==> src/rtl/traffic_pkg.sv <==
// Shared definitions for the two-road intersection sequencer: phase codes,
// signal-head encodings and the phase-to-duration lookup.
package traffic_pkg;

    typedef enum logic [2:0] {
        NS_GREEN  = 3'd0,
        NS_YELLOW = 3'd1,
        RED_A     = 3'd2,
        EW_GREEN  = 3'd3,
        EW_YELLOW = 3'd4,
        RED_B     = 3'd5
    } state_e;

    localparam logic [2:0] LIGHT_RED = 3'b100;
    localparam logic [2:0] LIGHT_YEL = 3'b010;
    localparam logic [2:0] LIGHT_GRN = 3'b001;

    function automatic int unsigned phase_ticks(input state_e s,
                                                input int unsigned green,
                                                input int unsigned yellow,
                                                input int unsigned allred);
        case (s)
            NS_GREEN, EW_GREEN:   return green;
            NS_YELLOW, EW_YELLOW: return yellow;
            default:              return allred;
        endcase
    endfunction

    // Fixed ring; anything unrecognised falls back to the all-red clearance.
    function automatic state_e next_phase(input state_e s);
        case (s)
            NS_GREEN:  return NS_YELLOW;
            NS_YELLOW: return RED_A;
            RED_A:     return EW_GREEN;
            EW_GREEN:  return EW_YELLOW;
            EW_YELLOW: return RED_B;
            RED_B:     return NS_GREEN;
            default:   return RED_B;
        endcase
    endfunction

endpackage

==> src/rtl/traffic_phase_ctrl_phase_timer.sv <==
// Loadable down-counter advanced by the tick enable; a load always wins and
// the count never goes below zero.
module phase_timer #(
    parameter int unsigned CNT_W   = 8,
    parameter int unsigned RST_VAL = 0
) (
    input  logic             clk,
    input  logic             rst,
    input  logic             tick,
    input  logic             load,
    input  logic [CNT_W-1:0] load_val,
    output logic [CNT_W-1:0] cnt,
    output logic             zero
);

    // NOTE: reset is sampled on the clock edge only, so it sits inside the
    // if-chain rather than in the sensitivity list.
    always_ff @(posedge clk) begin
        if (rst) begin
            cnt <= CNT_W'(RST_VAL);
        end else if (load) begin
            cnt <= load_val;
        end else if (tick && !zero) begin
            cnt <= cnt - 1'b1;
        end
    end

    assign zero = (cnt == '0);

endmodule

==> src/rtl/traffic_phase_ctrl.sv <==
// Two-road intersection phase sequencer. Define TRAFFIC_PED_EN to build the
// pedestrian request latch, green cut and walk interval.
module traffic_phase_ctrl
    import traffic_pkg::*;
#(
    parameter int unsigned GREEN_TICKS   = 50,
    parameter int unsigned YELLOW_TICKS  = 20,
    parameter int unsigned ALLRED_TICKS  = 10,
    parameter int unsigned PED_CUT_TICKS = 10,
    parameter int unsigned CNT_W         = 8
) (
    input  logic             clk,
    input  logic             rst,
    input  logic             tick,
    input  logic             ped_req,
    output logic [2:0]       ns_light,
    output logic [2:0]       ew_light,
    output logic [CNT_W-1:0] remain,
    output logic             ped_walk,
    output logic [2:0]       phase
);

    localparam logic [CNT_W-1:0] ALLRED_M1 = CNT_W'(ALLRED_TICKS - 1);

    state_e           state_q, state_d;
    logic             load;
    logic [CNT_W-1:0] load_val;
    logic [CNT_W-1:0] cnt;
    logic             zero;
    logic             is_green;
    logic             ped_cut;

    phase_timer #(
        .CNT_W   (CNT_W),
        .RST_VAL (ALLRED_TICKS - 1)
    ) u_timer (
        .clk      (clk),
        .rst      (rst),
        .tick     (tick),
        .load     (load),
        .load_val (load_val),
        .cnt      (cnt),
        .zero     (zero)
    );

    always_ff @(posedge clk) begin
        if (rst) state_q <= RED_B;
        else     state_q <= state_d;
    end

    assign is_green = (state_q == NS_GREEN) || (state_q == EW_GREEN);

    // NOTE: every always_comb output gets a default first, so no path can
    // leave a value unassigned and infer a latch.
    always_comb begin
        state_d  = state_q;
        load     = 1'b0;
        load_val = '0;
        case (state_q)
            NS_GREEN, NS_YELLOW, RED_A, EW_GREEN, EW_YELLOW, RED_B: begin
                if (tick && zero) begin
                    state_d  = next_phase(state_q);
                    load     = 1'b1;
                    load_val = CNT_W'(phase_ticks(state_d, GREEN_TICKS,
                                                  YELLOW_TICKS, ALLRED_TICKS) - 1);
                end else if (tick && ped_cut) begin
                    load     = 1'b1;
                    load_val = CNT_W'(PED_CUT_TICKS - 1);
                end
            end
            default: begin
                state_d  = RED_B;
                load     = 1'b1;
                load_val = ALLRED_M1;
            end
        endcase
    end

`ifdef TRAFFIC_PED_EN
    logic ped_latch;
    logic ped_served;
    logic walk_q;
    logic enter_red;
    logic leave_red;

    assign enter_red = tick && zero &&
                       (state_q == NS_YELLOW || state_q == EW_YELLOW);
    assign leave_red = tick && zero && (state_q == RED_A || state_q == RED_B);
    assign ped_cut   = is_green && ped_latch &&
                       (cnt > CNT_W'(PED_CUT_TICKS - 1));

    // A request only counts as served once a green has seen it; one raised in
    // yellow/red survives the red entry and is applied to the next green.
    always_ff @(posedge clk) begin
        if (rst) begin
            ped_latch  <= 1'b0;
            ped_served <= 1'b0;
            walk_q     <= 1'b0;
        end else if (enter_red) begin
            walk_q     <= ped_served;
            ped_served <= 1'b0;
            ped_latch  <= ped_served ? ped_req : (ped_latch | ped_req);
        end else begin
            if (leave_red)            walk_q     <= 1'b0;
            if (ped_req)              ped_latch  <= 1'b1;
            if (is_green && ped_latch) ped_served <= 1'b1;
        end
    end

    assign ped_walk = walk_q;
`else
    logic ped_req_unused;

    assign ped_req_unused = ped_req;
    assign ped_cut        = 1'b0;
    assign ped_walk       = 1'b0;
`endif

    always_comb begin
        ns_light = LIGHT_RED;
        ew_light = LIGHT_RED;
        case (state_q)
            NS_GREEN:  ns_light = LIGHT_GRN;
            NS_YELLOW: ns_light = LIGHT_YEL;
            EW_GREEN:  ew_light = LIGHT_GRN;
            EW_YELLOW: ew_light = LIGHT_YEL;
            default:   ;
        endcase
    end

    assign remain = cnt;
    assign phase  = state_q;

endmodule

==> config.mk <==
export PLATFORM = sky130hd
export DESIGN_NAME = traffic_phase_ctrl
export DESIGN_NICKNAME = d
export VERILOG_FILES = /design/src/rtl/traffic_pkg.sv /design/src/rtl/traffic_phase_ctrl_phase_timer.sv /design/src/rtl/traffic_phase_ctrl.sv
export SDC_FILE = /design/constraint.sdc
export NUM_CORES = 1
export LEC_CHECK = 0
export ABC_AREA = 1
export BUFFER_PORTS_ARGS = -buffer_cell sky130_fd_sc_hd__clkbuf_2
export CORE_MARGIN = 8
export CORE_UTILIZATION = 49
export DETAILED_ROUTE_END_ITERATION = 12
export PLACE_DENSITY = 0.73
export SYNTH_ARGS = -nofsm -noshare
export SYNTH_HDL_FRONTEND = slang
export SYNTH_SLANG_ARGS = --single-unit
==> constraint.sdc <==
create_clock -name clk -period 1.45 [get_ports clk]
set_input_delay 0.2175 -clock clk [delete_from_list [all_inputs] [get_ports clk]]
set_output_delay 0.2175 -clock clk [all_outputs]
set_load 0.02 [all_outputs]
After elaboration in Yosys (flattened, before gate mapping)
Index checks and enable logic that the tools add are counted.
- bits in registers: 11
- input port bits: 4
- $add $sub $neg: 2
- eq/ne operators: 8
- multiplexer cells: 14
- bitwise gates (word level): 1
- reductions and logical operators: 11
- operators by type and width (kind ; count):
    8-bit two-way mux ; 6
    8-bit by 1-bit subtractor with 8-bit output (second input constant) ; 2
    3-bit case mux with 5 select lines ; 1
    3-bit case mux with 2 select lines ; 2
    6-bit case mux with 2 select lines ; 1
    3-bit by 2-bit equality test with 1-bit output (second input constant) ; 3
    3-bit equality test (second input constant) ; 3
    8-bit logical NOT ; 1
    3-bit by 1-bit equality test with 1-bit output (second input constant) ; 2
    3-bit logical NOT ; 2
    3-bit two-way mux ; 2
    2-bit OR reduction ; 3
    6-bit OR reduction ; 1
    1-bit logical AND ; 2
    1-bit two-way mux ; 2
    2-bit nonzero test ; 1
    1-bit logical NOT ; 1
    1-bit NOT ; 1

Depth between registers and ports, before layout
- depth in word-level cells: 13
- depth in mapped cells: 11

Cells and area by module
Synthesis repeated with hierarchy kept, for this count alone.
- cells, all modules: 145
- area total of the unflattened synthesis: 837.1 µm²
- modules (own cells, without submodules) (module ; instances ; cells an instance ; area each (µm²) ; seq. area each (µm²)):
    phase_timer ; 1 ; 99 ; 590.6 ; 160.2
    traffic_phase_ctrl ; 1 ; 46 ; 246.5 ; 60.1

Least setup slack after synthesis
Ideal clock, no wire load.
- path kind: flip-flop to flip-flop
- start point: reg u_timer.cnt[0]
- end point: reg u_timer.cnt[0]
- library setup time: 129 ps
- arrival time: 1289 ps
- setup slack: 32 ps
- cell stages (with the launch flop): 9
- buffers on the path: 0
- period minus slack after synthesis: 1418 ps
- cell sequence: dfxtp_1 -> inv_1 -> ha_1 -> nand2_1 -> nor2_1 -> nand2_2 -> nand2_1 -> o21ai_0 -> o211ai_1
- cells in the longest elaborated chain, start to end: 5
- elaborated cells between the ends (all ways): 12
- those cells by class: add/sub (1); mux (6); reduce/logical (5)
- RTL lines (item ; RTL line ; source):
    from (decl) ; traffic_phase_ctrl_phase_timer.sv:12 ; output logic [CNT_W-1:0] cnt,
    from (signal assigned) ; traffic_phase_ctrl_phase_timer.sv:20 ; cnt <= CNT_W'(RST_VAL);
    from (signal assigned) ; traffic_phase_ctrl_phase_timer.sv:22 ; cnt <= load_val;
    from (signal assigned) ; traffic_phase_ctrl_phase_timer.sv:24 ; cnt <= cnt - 1'b1;
    parallel branches: the longest is 5 deep, another holds 8-bit by 1-bit subtractor with 8-bit output ; - ;
Parallel ways; which one is timed is not known. The select of a mux whose other input is x is not followed.
A chain may end at the register's enable or synchronous reset.

Final worst setup path
- start point: reg state_q[0], in the netlist phase[0]
- end point: out ew_light[2]
- cells in the longest elaborated chain, start to end: 2
- elaborated cells between the ends (all ways): 3
- those cells by class: eq/ne (2); mux (1)
- RTL lines (item ; RTL line ; source):
    from (decl) ; traffic_phase_ctrl.sv:25 ; state_e state_q, state_d;
    from (signal assigned) ; traffic_phase_ctrl.sv:48 ; else state_q <= state_d;
    3-bit equality test or 3-bit by 2-bit equality test with 1-bit output (tied branches) ; traffic_phase_ctrl.sv:122 ; case (state_q)
    3-bit case mux with 2 select lines * ; traffic_phase_ctrl.sv:122 ;
    to (decl) ; traffic_phase_ctrl.sv:17 ; output logic [2:0] ew_light,
Mark *: on every way between the ends. The rest lies on a longest branch, timed or not.

==> impl_metrics.tcl <==
set metrics [dict create \
    setup_violations 0 \
    synthesis.yosys.warnings 0 \
    worst_path_most_repeated_cell "nor2_1" \
    syn_to_final_growth_pct 23.40 \
    regToRegSetupSlack_ns 0.10 \
    totalNegativeSetupSlack_ns 0 \
    worstReg2RegEnd "phase[0]" \
    yosysMostFrequentCell "nand2_1" \
    routed-via-count 833 \
    slowest_delay_ns 0.38 \
    clock_sink_count 11 \
    row_count 14 \
    synth-edff-count 0 \
    dp_slack_ns 0.03517 \
    root_buffer "clkbuf_4" \
    clkSlewWorstSetupHoldPaths_ns 0.06 \
    place.port_buffers 19 \
    timing.final.ws_setup_ns 0.06643 \
    synth_area_um2 764.5 \
    hold_viol_final 0 \
    synth.area.top_cells "dfxtp_1, nand2_1, inv_1" \
    cp-endpoint "ew_light[2]" \
    cp_num_cells 5 \
    data_required_time_at_the_worst_endpoint_ns 1.23 \
    power.density_cell_area_nw_per_um2 732.5 \
    drt_first_pass_iters 4 \
    first_pass_grt_wire_length_um 2877 \
    route.detailed.vias_per_inst 4.958 \
    detailedPlacementHpwl_um 1408 \
    worstSkewPairLatency_ns 0.27 \
    critical_path_arrival_ns 1.17 \
    drv.max_cap_violation_count 0 \
    globalRouteTotalUtil 0.1098 \
    timing.final.crit_period_ns 1.384 \
    seq_total_area_yosys 0.2881 \
    yosysTopAreaCellShare 0.2881 \
    cts.hold.buffers_added 0 \
    die_width_um 55.50 \
    setup.worst_path.start_class "flip-flop" \
    vdd_drop_max_mv 0.5714 \
    routed_wire_length_per_instance_um 11.05 \
    async_set_reset_flop_share_out_of_synthesis 0 \
    routabilityCongestion 0.8704 \
    cts-buffers-inserted 3 \
    final.setup_skew_ns 0.001584 \
    crit_path_start "phase[0]" \
    r2r_cells 8 \
    worstPathCellList "nor2_1 -> inv_2 -> nor2_1 -> nor2_1 -> clkbuf_2" \
    ys_dominant_reg_cell "dfxtp_1" \
    nNetsFinal 159 \
    cpMaxStageDelayCell "dfxtp_4" \
    totalWireLength_um 1856 \
    status "complete, no violations" \
    drtAntennaViolNets 0 \
    worstHoldPathType "in2reg" \
    finalCritPeriodShare 0.9542 \
    postSynthNetCount 132 \
    synthesis.area_per_instance_um2 6.067 \
    synth.distinct_cells 21 \
    final_layout_size_suffix_gt1_frac 0.2895 \
    num_io_pins 22 \
    largest_net_degree_at_the_start_of_global_routing 15 \
    antenna_found_initial 0 \
    slew_viols_final 0 \
    cp-end-kind "output port" \
    cts_tree "done" \
    cellLeakagePower_nw 0.5239 \
    ctsHtreeMaxLevel 1 \
    placeableCoreArea_um2 1489 \
    ctsLongestPathBuffers 2 \
    drc 0 \
    fp.dieArea_um2 3080 \
    iteration_0_drc_count_of_the_detailed_router 22 \
    first_global_vias 716 \
    timing.critical_path.buf_inv 2 \
    grt_overflow_total 0 \
    initial_utilization 0.5134 \
    post-synth-top-area-cell "dfxtp_1" \
    worst-path-max-fanout 8 \
    yosys_register_bits 11 \
    dp_cells 161 \
    fp.dieH_um 55.50 \
    max_freq_mhz 722.8 \
    worst_path_dominant_cell_family "flip-flops" \
    setup.worst_path.class "reg2out" \
    r2r-start "u_timer.cnt[0]" \
    netlist_instances 126 \
    antenna-diode-count 0 \
    instances_no_fill 168 \
    ys_top_cells_by_count "nand2_1, inv_1, nor2_1" \
]
worst min-delay path by stage:
stage | start | to | slack (ns) | cells past startpoint
after floorplan | rst | u_timer.cnt[2] | 0.29 | 1
after global placement | rst | u_timer.cnt[4] | 0.43 | 2
after detailed placement | rst | u_timer.cnt[4] | 0.43 | 2
after CTS | rst | u_timer.cnt[4] | 0.14 | 2
after global routing | rst | u_timer.cnt[2] | 0.17 | 2
final | rst | u_timer.cnt[4] | 0.14 | 2
per-layer routing:
layer  part of all wire  up-vias  routed length [um]  global-route usage
met5                  0        -                   0                   0
met4             0.0075        0                  14             0.03169
met3              0.063        4                 117             0.06164
met2               0.46       23                 846              0.1779
met1               0.47      357                 877              0.1190
li1                   -      449                   -                   -
registers in the layout (all words and copies together) (netlist names):
name	flops
u_timer.cnt	8
phase	3
timing repair:
action,CTS,global route
pin swaps,0,2
setup endpoints to repair,5,7
resized for setup,3,7
buffers inserted,0,3
cell families (layout without fill, tap and decap cells):
| family | count (synthesis) | count (layout) | synth area share |
|---|---|---|---|
| XOR/XNOR | 1 | 1 | 0.01146 |
| flip-flops | 11 | 11 | 0.2881 |
| other | 1 | 1 | 0.004905 |
| buffers and inverters | 26 | 52 | 0.1473 |
| AO/OA/AOI/OAI | 18 | 18 | 0.1293 |
| AND/OR/NAND/NOR | 67 | 67 | 0.3863 |
| adder cells (fa/ha/maj) | 2 | 2 | 0.03273 |
power breakdown:
group | internal (mW) | switching [mW]
sequential | 0.314 | 0.0122
combinational | 0.0579 | 0.103
clock | 0.107 | 0.0981
layout by cell type, fill, tap and decap left out, types with 2 or more instances in the layout:
cell type,count
clkbuf_4,3
nand2_2,3
o21ai_0,9
inv_1,18
a21oi_1,5
nand2_1,33
ha_1,2
nand4_1,2
clkbuf_2,19
dfxtp_1,8
nand3_2,3
nand3_1,11
inv_2,5
nor2_1,13
buf_4,6
dfxtp_4,2
metrics by stage:
step	total power, mW	area [um^2]	utilization	hold WS, ns
2_1_floorplan	0.4487	764.5	-	0.2866
3_3_place_gp	0.4897	875.8	0.5882	0.4282
3_5_place_dp	0.4915	875.8	0.5882	0.4282
4_1_cts	0.6985	905.9	0.6084	0.1387
5_1_grt	0.7297	943.4	0.6336	0.1679
6_report	0.6910	943.4	0.6336	0.1431
cell type report:
type                            instances  area [um^2]
Clock buffer                            4        26.28
Fill cell                             151        545.5
Inverter                               23        86.33
Multi-Input combinational cell         89        441.7
Sequential cell                        11        229.0
Tap cell                               16        20.02
Timing Repair Buffer                   25        140.1
Power figures use the tool's default switching activity.
